===== src/rtl/ifetch_queue.sv =====
// rtl/ifetch_queue.sv - instruction fetch queue: PC steering, in-order imem requests, tagged instruction buffer
module ifetch_queue #(
    parameter int PC_WIDTH    = 32,
    parameter int INSTR_WIDTH = 32,
    parameter int DEPTH       = 4
) (
    input  logic                   clk,
    input  logic                   rst,
    input  logic [PC_WIDTH-1:0]    pc_q,
    output logic                   pc_load,
    output logic                   pc_inc,
    output logic                   pc_stall,
    output logic [PC_WIDTH-1:0]    pc_next,
    input  logic                   redirect_valid,
    input  logic [PC_WIDTH-1:0]    redirect_pc,
    output logic                   imem_req_valid,
    input  logic                   imem_req_ready,
    output logic [PC_WIDTH-1:0]    imem_req_addr,
    input  logic                   imem_rsp_valid,
    input  logic [INSTR_WIDTH-1:0] imem_rsp_data,
    output logic                   instr_valid,
    input  logic                   instr_ready,
    output logic [INSTR_WIDTH-1:0] instr_data,
    output logic [PC_WIDTH-1:0]    instr_pc
);
    localparam int PTR_W = $clog2(DEPTH);
    localparam int CNT_W = $clog2(DEPTH + 1);

    logic [PC_WIDTH-1:0]    addr_q [DEPTH];
    logic [INSTR_WIDTH-1:0] data_q [DEPTH];
    logic [DEPTH-1:0]       filled_q, filled_d;
    logic [PTR_W-1:0]       head_q, head_d, tail_q, tail_d, fill_q, fill_d;
    // pend_cnt tracks allocated-but-unfilled slots so a redirect knows how many
    // in-flight responses it must later discard.
    logic [CNT_W-1:0]       alloc_cnt_q, alloc_cnt_d;
    logic [CNT_W-1:0]       drop_cnt_q, drop_cnt_d;
    logic [CNT_W-1:0]       pend_cnt_q, pend_cnt_d;
    logic [CNT_W:0]         occ;
    logic                   fire, pop, fill_rsp, drop_rsp;

    assign occ            = {1'b0, alloc_cnt_q} + {1'b0, drop_cnt_q};
    assign imem_req_valid = !rst && !redirect_valid && (occ < (CNT_W+1)'(DEPTH));
    assign imem_req_addr  = pc_q;
    assign fire           = imem_req_valid && imem_req_ready;
    assign drop_rsp       = imem_rsp_valid && (drop_cnt_q != '0);
    assign fill_rsp       = imem_rsp_valid && (drop_cnt_q == '0);

    assign pc_load  = redirect_valid && !rst;
    assign pc_inc   = fire;
    assign pc_stall = !pc_load && !pc_inc;
    assign pc_next  = redirect_pc;

    assign instr_valid = !rst && !redirect_valid && filled_q[head_q];
    assign instr_data  = data_q[head_q];
    assign instr_pc    = addr_q[head_q];
    assign pop         = instr_valid && instr_ready;

    always_comb begin
        head_d      = head_q;
        tail_d      = tail_q;
        fill_d      = fill_q;
        filled_d    = filled_q;
        alloc_cnt_d = alloc_cnt_q;
        drop_cnt_d  = drop_cnt_q;
        pend_cnt_d  = pend_cnt_q;
        if (redirect_valid) begin
            // A response landing this cycle is charged against the flushed work.
            head_d      = '0;
            tail_d      = '0;
            fill_d      = '0;
            filled_d    = '0;
            alloc_cnt_d = '0;
            pend_cnt_d  = '0;
            drop_cnt_d  = drop_cnt_q + pend_cnt_q - CNT_W'(imem_rsp_valid);
        end else begin
            if (fire) begin
                filled_d[tail_q] = 1'b0;
                tail_d           = tail_q + 1'b1;
            end
            if (fill_rsp) begin
                filled_d[fill_q] = 1'b1;
                fill_d           = fill_q + 1'b1;
            end
            if (drop_rsp) begin
                drop_cnt_d = drop_cnt_q - 1'b1;
            end
            if (pop) begin
                filled_d[head_q] = 1'b0;
                head_d           = head_q + 1'b1;
            end
            alloc_cnt_d = alloc_cnt_q + CNT_W'(fire) - CNT_W'(pop);
            pend_cnt_d  = pend_cnt_q + CNT_W'(fire) - CNT_W'(fill_rsp);
        end
    end

    always_ff @(posedge clk) begin
        if (rst) begin
            head_q      <= '0;
            tail_q      <= '0;
            fill_q      <= '0;
            filled_q    <= '0;
            alloc_cnt_q <= '0;
            drop_cnt_q  <= '0;
            pend_cnt_q  <= '0;
        end else begin
            head_q      <= head_d;
            tail_q      <= tail_d;
            fill_q      <= fill_d;
            filled_q    <= filled_d;
            alloc_cnt_q <= alloc_cnt_d;
            drop_cnt_q  <= drop_cnt_d;
            pend_cnt_q  <= pend_cnt_d;
        end
    end

    always_ff @(posedge clk) begin
        if (fire) begin
            addr_q[tail_q] <= pc_q;
        end
        if (fill_rsp && !redirect_valid && !rst) begin
            data_q[fill_q] <= imem_rsp_data;
        end
    end

    // A response must always have a flushed request or an unfilled slot to land on.
    always_ff @(posedge clk) begin
        if (!rst) begin
            assert (!(imem_rsp_valid && drop_cnt_q == '0 && pend_cnt_q == '0));
        end
    end
endmodule

===== config.mk =====
export PLATFORM = sky130hd
export DESIGN_NAME = ifetch_queue
export DESIGN_NICKNAME = d
export VERILOG_FILES = /design/src/rtl/ifetch_queue.sv
export SDC_FILE = /design/constraint.sdc
export NUM_CORES = 1
export LEC_CHECK = 0
export CORE_MARGIN = 1
export CORE_UTILIZATION = 25
export CTS_BUF_LIST = sky130_fd_sc_hd__clkbuf_16
export DETAILED_ROUTE_END_ITERATION = 8
export PLACE_DENSITY = 0.5
export SLEW_MARGIN = 0
export SYNTH_ARGS = -nofsm -noshare
export SYNTH_HDL_FRONTEND = slang
export SYNTH_SLANG_ARGS = --single-unit

===== constraint.sdc =====
create_clock -name clk -period 2.5 [get_ports clk]
set_input_delay 0.25 -clock clk [delete_from_list [all_inputs] [get_ports clk]]
set_output_delay 0.25 -clock clk [all_outputs]
set_load 0.02 [all_outputs]

== After elaboration in Yosys (flattened, before gate mapping) ==
Memories as Yosys holds them, arrays and structs flattened. A register that Yosys moved wholly into a read port is not among the register bits.
Index checks and enable logic that the tools add are counted.

* $add $sub $neg: 11
* Order comparisons: 7
* Multiplexer cells: 23
* Bitwise gates (word level): 5
* Reductions and logical operators: 22

{| class="wikitable"
|+ Operators with widths
! operator !! count
|-
| 4-bit 2-to-1 mux || 5
|-
| 1-bit logical AND || 14
|-
| 2-bit by 3-bit < comparator with 1-bit output, second input constant || 3
|-
| 3-bit by 1-bit subtractor with 3-bit output || 3
|-
| 4-bit AND || 2
|-
| 1-bit 2-to-1 mux || 8
|-
| 2-bit 2-to-1 mux || 4
|-
| 4-bit NOT || 2
|-
| 2-bit by 1-bit adder with 2-bit output, second input constant || 3
|-
| 3-bit by 1-bit adder with 3-bit output || 2
|-
| 1-bit demux with 2-bit select || 3
|-
| 2-bit by 1-bit >= comparator with 1-bit output, second input constant || 3
|-
| 3-bit 2-to-1 mux || 2
|-
| 3-bit by 3-bit adder with 4-bit output || 1
|-
| 1-bit zero test || 4
|-
| 4-bit by 3-bit < comparator with 1-bit output, second input constant || 1
|-
| 4-bit OR || 1
|-
| 3-bit adder || 1
|-
| 3-bit zero test || 1
|-
| 3-bit nonzero test || 1
|-
| 3-bit by 1-bit subtractor with 3-bit output, second input constant || 1
|-
| 1-bit binary-select mux with 2-bit select || 1
|-
| 2-bit nonzero test || 1
|-
| 2-bit OR reduction || 1
|}

* Flip-flop bits (word level): 19
* Memory bits (writable): 256
* Input bits: 102
* Output and inout port bits: 133
* Logic and storage cells: 77
* Memories kept: 2

{| class="wikitable"
|+ Memories
! name !! words !! bits a word !! read ports !! clocked after memory_dff !! wr ports !! RTL line !! source
|-
| addr_q || 4 || 32 || 1 || 1 || 1 || 29 || <nowiki>logic [PC_WIDTH-1:0] addr_q [DEPTH];</nowiki>
|-
| data_q || 4 || 32 || 1 || 1 || 1 || 30 || <nowiki>logic [INSTR_WIDTH-1:0] data_q [DEPTH];</nowiki>
|}

== Depth between registers and ports, before layout ==
* Word-level depth: 13
* Mapped depth: 11
* Gate-level depth less buffers: 10

== Worst setup path before layout ==
OpenSTA, ideal clock, no wires.

* Path type: reg-to-reg
* Start point: register alloc_cnt_q[1]
* End point: register alloc_cnt_q[2]
* Arrival time: 2.440 ns
* Path slack: -0.068 ns
* Cell stages (with the launch flop): 11
* Buffers on the path: 0
* Period minus slack after synthesis: 2.568 ns
* Cells stage by stage: dfxtp_1 -> ha_1 -> a311oi_1 -> nand2_1 -> inv_1 -> ha_1 -> inv_1 -> fa_1 -> xor2_1 -> xnor2_1 -> nor2_1

* Longest elaborated chain between the ends: 6

{| class="wikitable"
|+ RTL lines
! item !! RTL line !! source
|-
| start: declaration || 35 || <nowiki>logic [CNT_W-1:0] alloc_cnt_q, alloc_cnt_d;</nowiki>
|-
| start signal: assignment || 110 || <nowiki>alloc_cnt_q <= alloc_cnt_d;</nowiki>
|-
| 3-bit by 3-bit adder with 4-bit output || 41 || <nowiki>assign occ = {1'b0, alloc_cnt_q} + {1'b0, drop_cnt_q};</nowiki>
|-
| 4-bit by 3-bit < comparator with 1-bit output || 42 || <nowiki>assign imem_req_valid = !rst && !redirect_valid && (occ < (CNT_W+1)'(DEPTH));</nowiki>
|-
| 1-bit logical AND || 42 ||
|-
| 1-bit logical AND || 44 || <nowiki>assign fire = imem_req_valid && imem_req_ready;</nowiki>
|-
| net pc_inc || 11 || <nowiki>output logic pc_inc,</nowiki>
|-
| 3-bit by 1-bit adder with 3-bit output || 91 || <nowiki>alloc_cnt_d = alloc_cnt_q + CNT_W'(fire) - CNT_W'(pop);</nowiki>
|-
| 3-bit by 1-bit subtractor with 3-bit output || 91 ||
|}

The timed path passes the listed nets, and every way through them passes these cells.
A chain may end at the register's enable or synchronous reset.

==> impl_metrics.yaml <==
final_layout:
  finalNonFillerCells: 1323
  n_antenna_cell: 0
  nets: 844
  drive_gt1_share_pct: 23.58
  fin_util_pct: 33.04
  syn_to_final_growth_pct: 29.47
sta:
  slew_headroom_pct: 70.50
  final_hold_viol_count: 0
  fin_ws_ns: 0.09930
  tightestPinTransition_ns: 0.4313
  fin_crit_sh_pct: 96.03
  period_needed_ns: 2.401
  clock-skew-final_ns: 0.01533
  finalSetupViolations: 0
  fmax_ghz: 0.4165
  tns_ns: 0
  rsz0062_at_grt: "no"
  maxSlewViolCount: 0
pwr:
  p_comb_share_pct: 9.9
  p_sw_share_pct: 22.31
  leakagePower_nw: 4.751
  seq_power_share_pct: 51.5
  p_total_w: 0.01012
  p_per_area_mw_per_mm2: 705.0
  p_int_w: 0.007864
  max-vdd-ir-drop_v: 0.0004344
  switching_power_w: 0.002259
  clockPowerShare_pct: 38.6
clock_network:
  clkLatencyLatePin_ns: 0.56
  ctsLongestPathBuffers: 3
  h-tree-depth: 1
  hold_buffers: 0
  root_buffer: "clkbuf_16"
  cts_sinks: 277
  cts_tree: "yes"
  clkTransAtPathRegs_ns: 0.06
  numCtsBuffers: 30
route:
  drc_errors: 0
  dr_total_vias: 5360
  drtIter0Drc: 351
  via_per_inst: 4.051
  ant_nets: 0
  wl_mm: 23.38
  dr.pass1.iters: 6
  wl_per_cell_um: 17.67
critical_path:
  worstPathCellList: "buf_4, buf_16, mux4_2, dlygate4sd2_1"
  cp-start-kind: "flop"
  slowest_stage: "mux4_2"
  r2r_start: "head_q[0]"
  cpPeakStageDelay_ns: 0.51
  critical_path_class: "flop to primary output"
  crit_arrival_ns: 2.15
  cp.required_ns: 2.25
  path_max_fanout: 10
  crit_path_end_kind: "primary output"
global_routing:
  grt.total_usage_pct: 10.31
  antenna_found_initial: 0
  grt_pass1_wl_mm: 34.74
  grt_max_degree: 33
  overflow: 0
  grt_pass1_vias: 5677
synth:
  ys_ff_latch: 277
  synth_top_family_by_area: "multiplexers"
  yosys_warnings: 0
  synthesis.area_mm2: 0.01109
  synth_compound_area_share_pct: 1.377
  synth_top_cell_area_share_pct: 69.32
  synth_xor_area_share_pct: 0.7898
  yosysMostFrequentCell: "edfxtp_1"
  yosys.area_share.simple_pct: 2.245
  synthFlopType: "edfxtp_1"
  synth_mux_area_share_pct: 13.39
  synthTopCellsByArea: "edfxtp_1, mux4_2, buf_4"
  synth_commonest_cells: "edfxtp_1, mux4_2, buf_4, ha_1"
  synth_fa_ha_area_share_pct: 3.137
  synthArstFlopShare_pct: 0
  syn_area_per_cell_um2: 20.13
  ys_seq_area_share_pct: 73.11
  synth_top_cell_by_area: "edfxtp_1"
  synthCells: 551
  synth_nets: 679
  synth.distinct_cells: 35
  synth-edff-count: 256
place:
  dp_cells: 1253
  place_congestion: 0.7228
  dpl.hpwl_mm: 14.57
  pre_cts_slack_ns: 0.1090
  portBuffers: 170
floorplanning:
  core_area_mm2: 0.04346
  start_util_pct: 25.52
  fp.dieW_um: 212.6
  fp.dieH_um: 212.6
  rows: 76
  dieArea_mm2: 0.04520
  boundaryPins: 235
min_path:
  hp-start: "imem_rsp_data[19]"
  hold_class: "primary input to flop"
run_status:
  status: "completed"
run:
  cap_viol_max_count: 0
-- layout by cell type, fill, tap and decap left out, types with 2 or more instances in the layout --
master             n
dlygate4sd2_1     59
a211oi_1           5
xnor2_1            8
fa_1               2
edfxtp_1         256
clkbuf_16         31
and2_1             4
buf_12            18
nor3_1             2
nor2b_1            4
ha_1              23
nor2_1            14
inv_1             25
clkbuf_2           3
clkdlybuf4s50_1  103
buf_4             28
dfxtp_2            3
xor2_1             2
clkinv_1          12
mux4_2            65
dfxtp_4            2
and3_2             8
clkdlybuf4s15_1    4
a21oi_1            6
nand2_1            4
clkinv_2           6
a221oi_1           5
dfxtp_1           16
nand2b_1           2
-- worst paths after layout --
path / endpoint / slack, ns / cells past startpoint
setup reg to reg: alloc_cnt_q[2] / 0.18 / 10
hold / removal: data_q[0][19] / 0.34 / 1
setup / recovery: instr_data[18] / 0.1 / 4
hold reg to reg: tail_q[1] / 0.50 / 2
-- power groups by stage --
| stage | logic, W | clock network (W) | registers, W |
|---|---|---|---|
| floorplan | 0.000635 | 0 | 0.00530 |
| global placement | 0.00104 | 0 | 0.00531 |
| detailed placement | 0.00104 | 0 | 0.00531 |
| CTS | 0.00101 | 0.00406 | 0.00521 |
| global route | 0.00109 | 0.00421 | 0.00522 |
| finish | 0.000999 | 0.00391 | 0.00521 |
-- stage by stage --
stage | hold WS (ns) | cell area, µm²
finish | 0.3387 | 14360
global route | 0.3164 | 14360
CTS | 0.2909 | 14300
floorplan | 0.3489 | 11090
global placement | 0.4881 | 13410
detailed placement | 0.4916 | 13410
-- cell families after synthesis --
logic type	after synthesis
DFF	277
buffers and inverters	105
muxes	67
and+or+nand+nor	45
adders and majority gates	26
AOI/OAI and AO/OA	21
xor gates and xnor gates	10
-- worst max-delay path: cells and delay by family, from the launching register on --
family                 cells  cell delay (ns)
flip-flops                 1             0.43
multiplexers               1             0.51
buffers and inverters      3             0.67
-- sequential cells by signal, indices dropped and copies added (netlist names), named ones only --
name,flops
head_q,2
filled_q,4
addr_q,128
data_q,128
fill_q,2
drop_cnt_q,3
tail_q,2
alloc_cnt_q,3
pend_cnt_q,3
-- what timing repair did --
item | 4_1_cts | 5_1_grt
resized for setup | 78 | 9
gates cloned | 1 | 0
hold endpoints to repair | 0 | 0
setup buffers | 7 | 8
setup endpoints to repair | 67 | 8
-- cell type report --
class | instances | area [µm²]
Inverter | 21 | 78.83
Fill cell | 4177 | 29100
Multi-Input combinational cell | 169 | 2346
Clock inverter | 23 | 93.84
Clock buffer | 31 | 775.7
Tap cell | 585 | 732.0
Sequential cell | 277 | 8119
Timing Repair Buffer | 217 | 2212
-- metal layers --
metal,vias to the layer above,GRT usage (%),routed length [µm]
met4,0,3.423,492
met3,37,2.467,1355
met2,156,16.81,11270
met5,-,0,0
li1,2454,-,-
met1,2713,13.41,10270
Note: power is estimated with default switching activity, not from simulation.
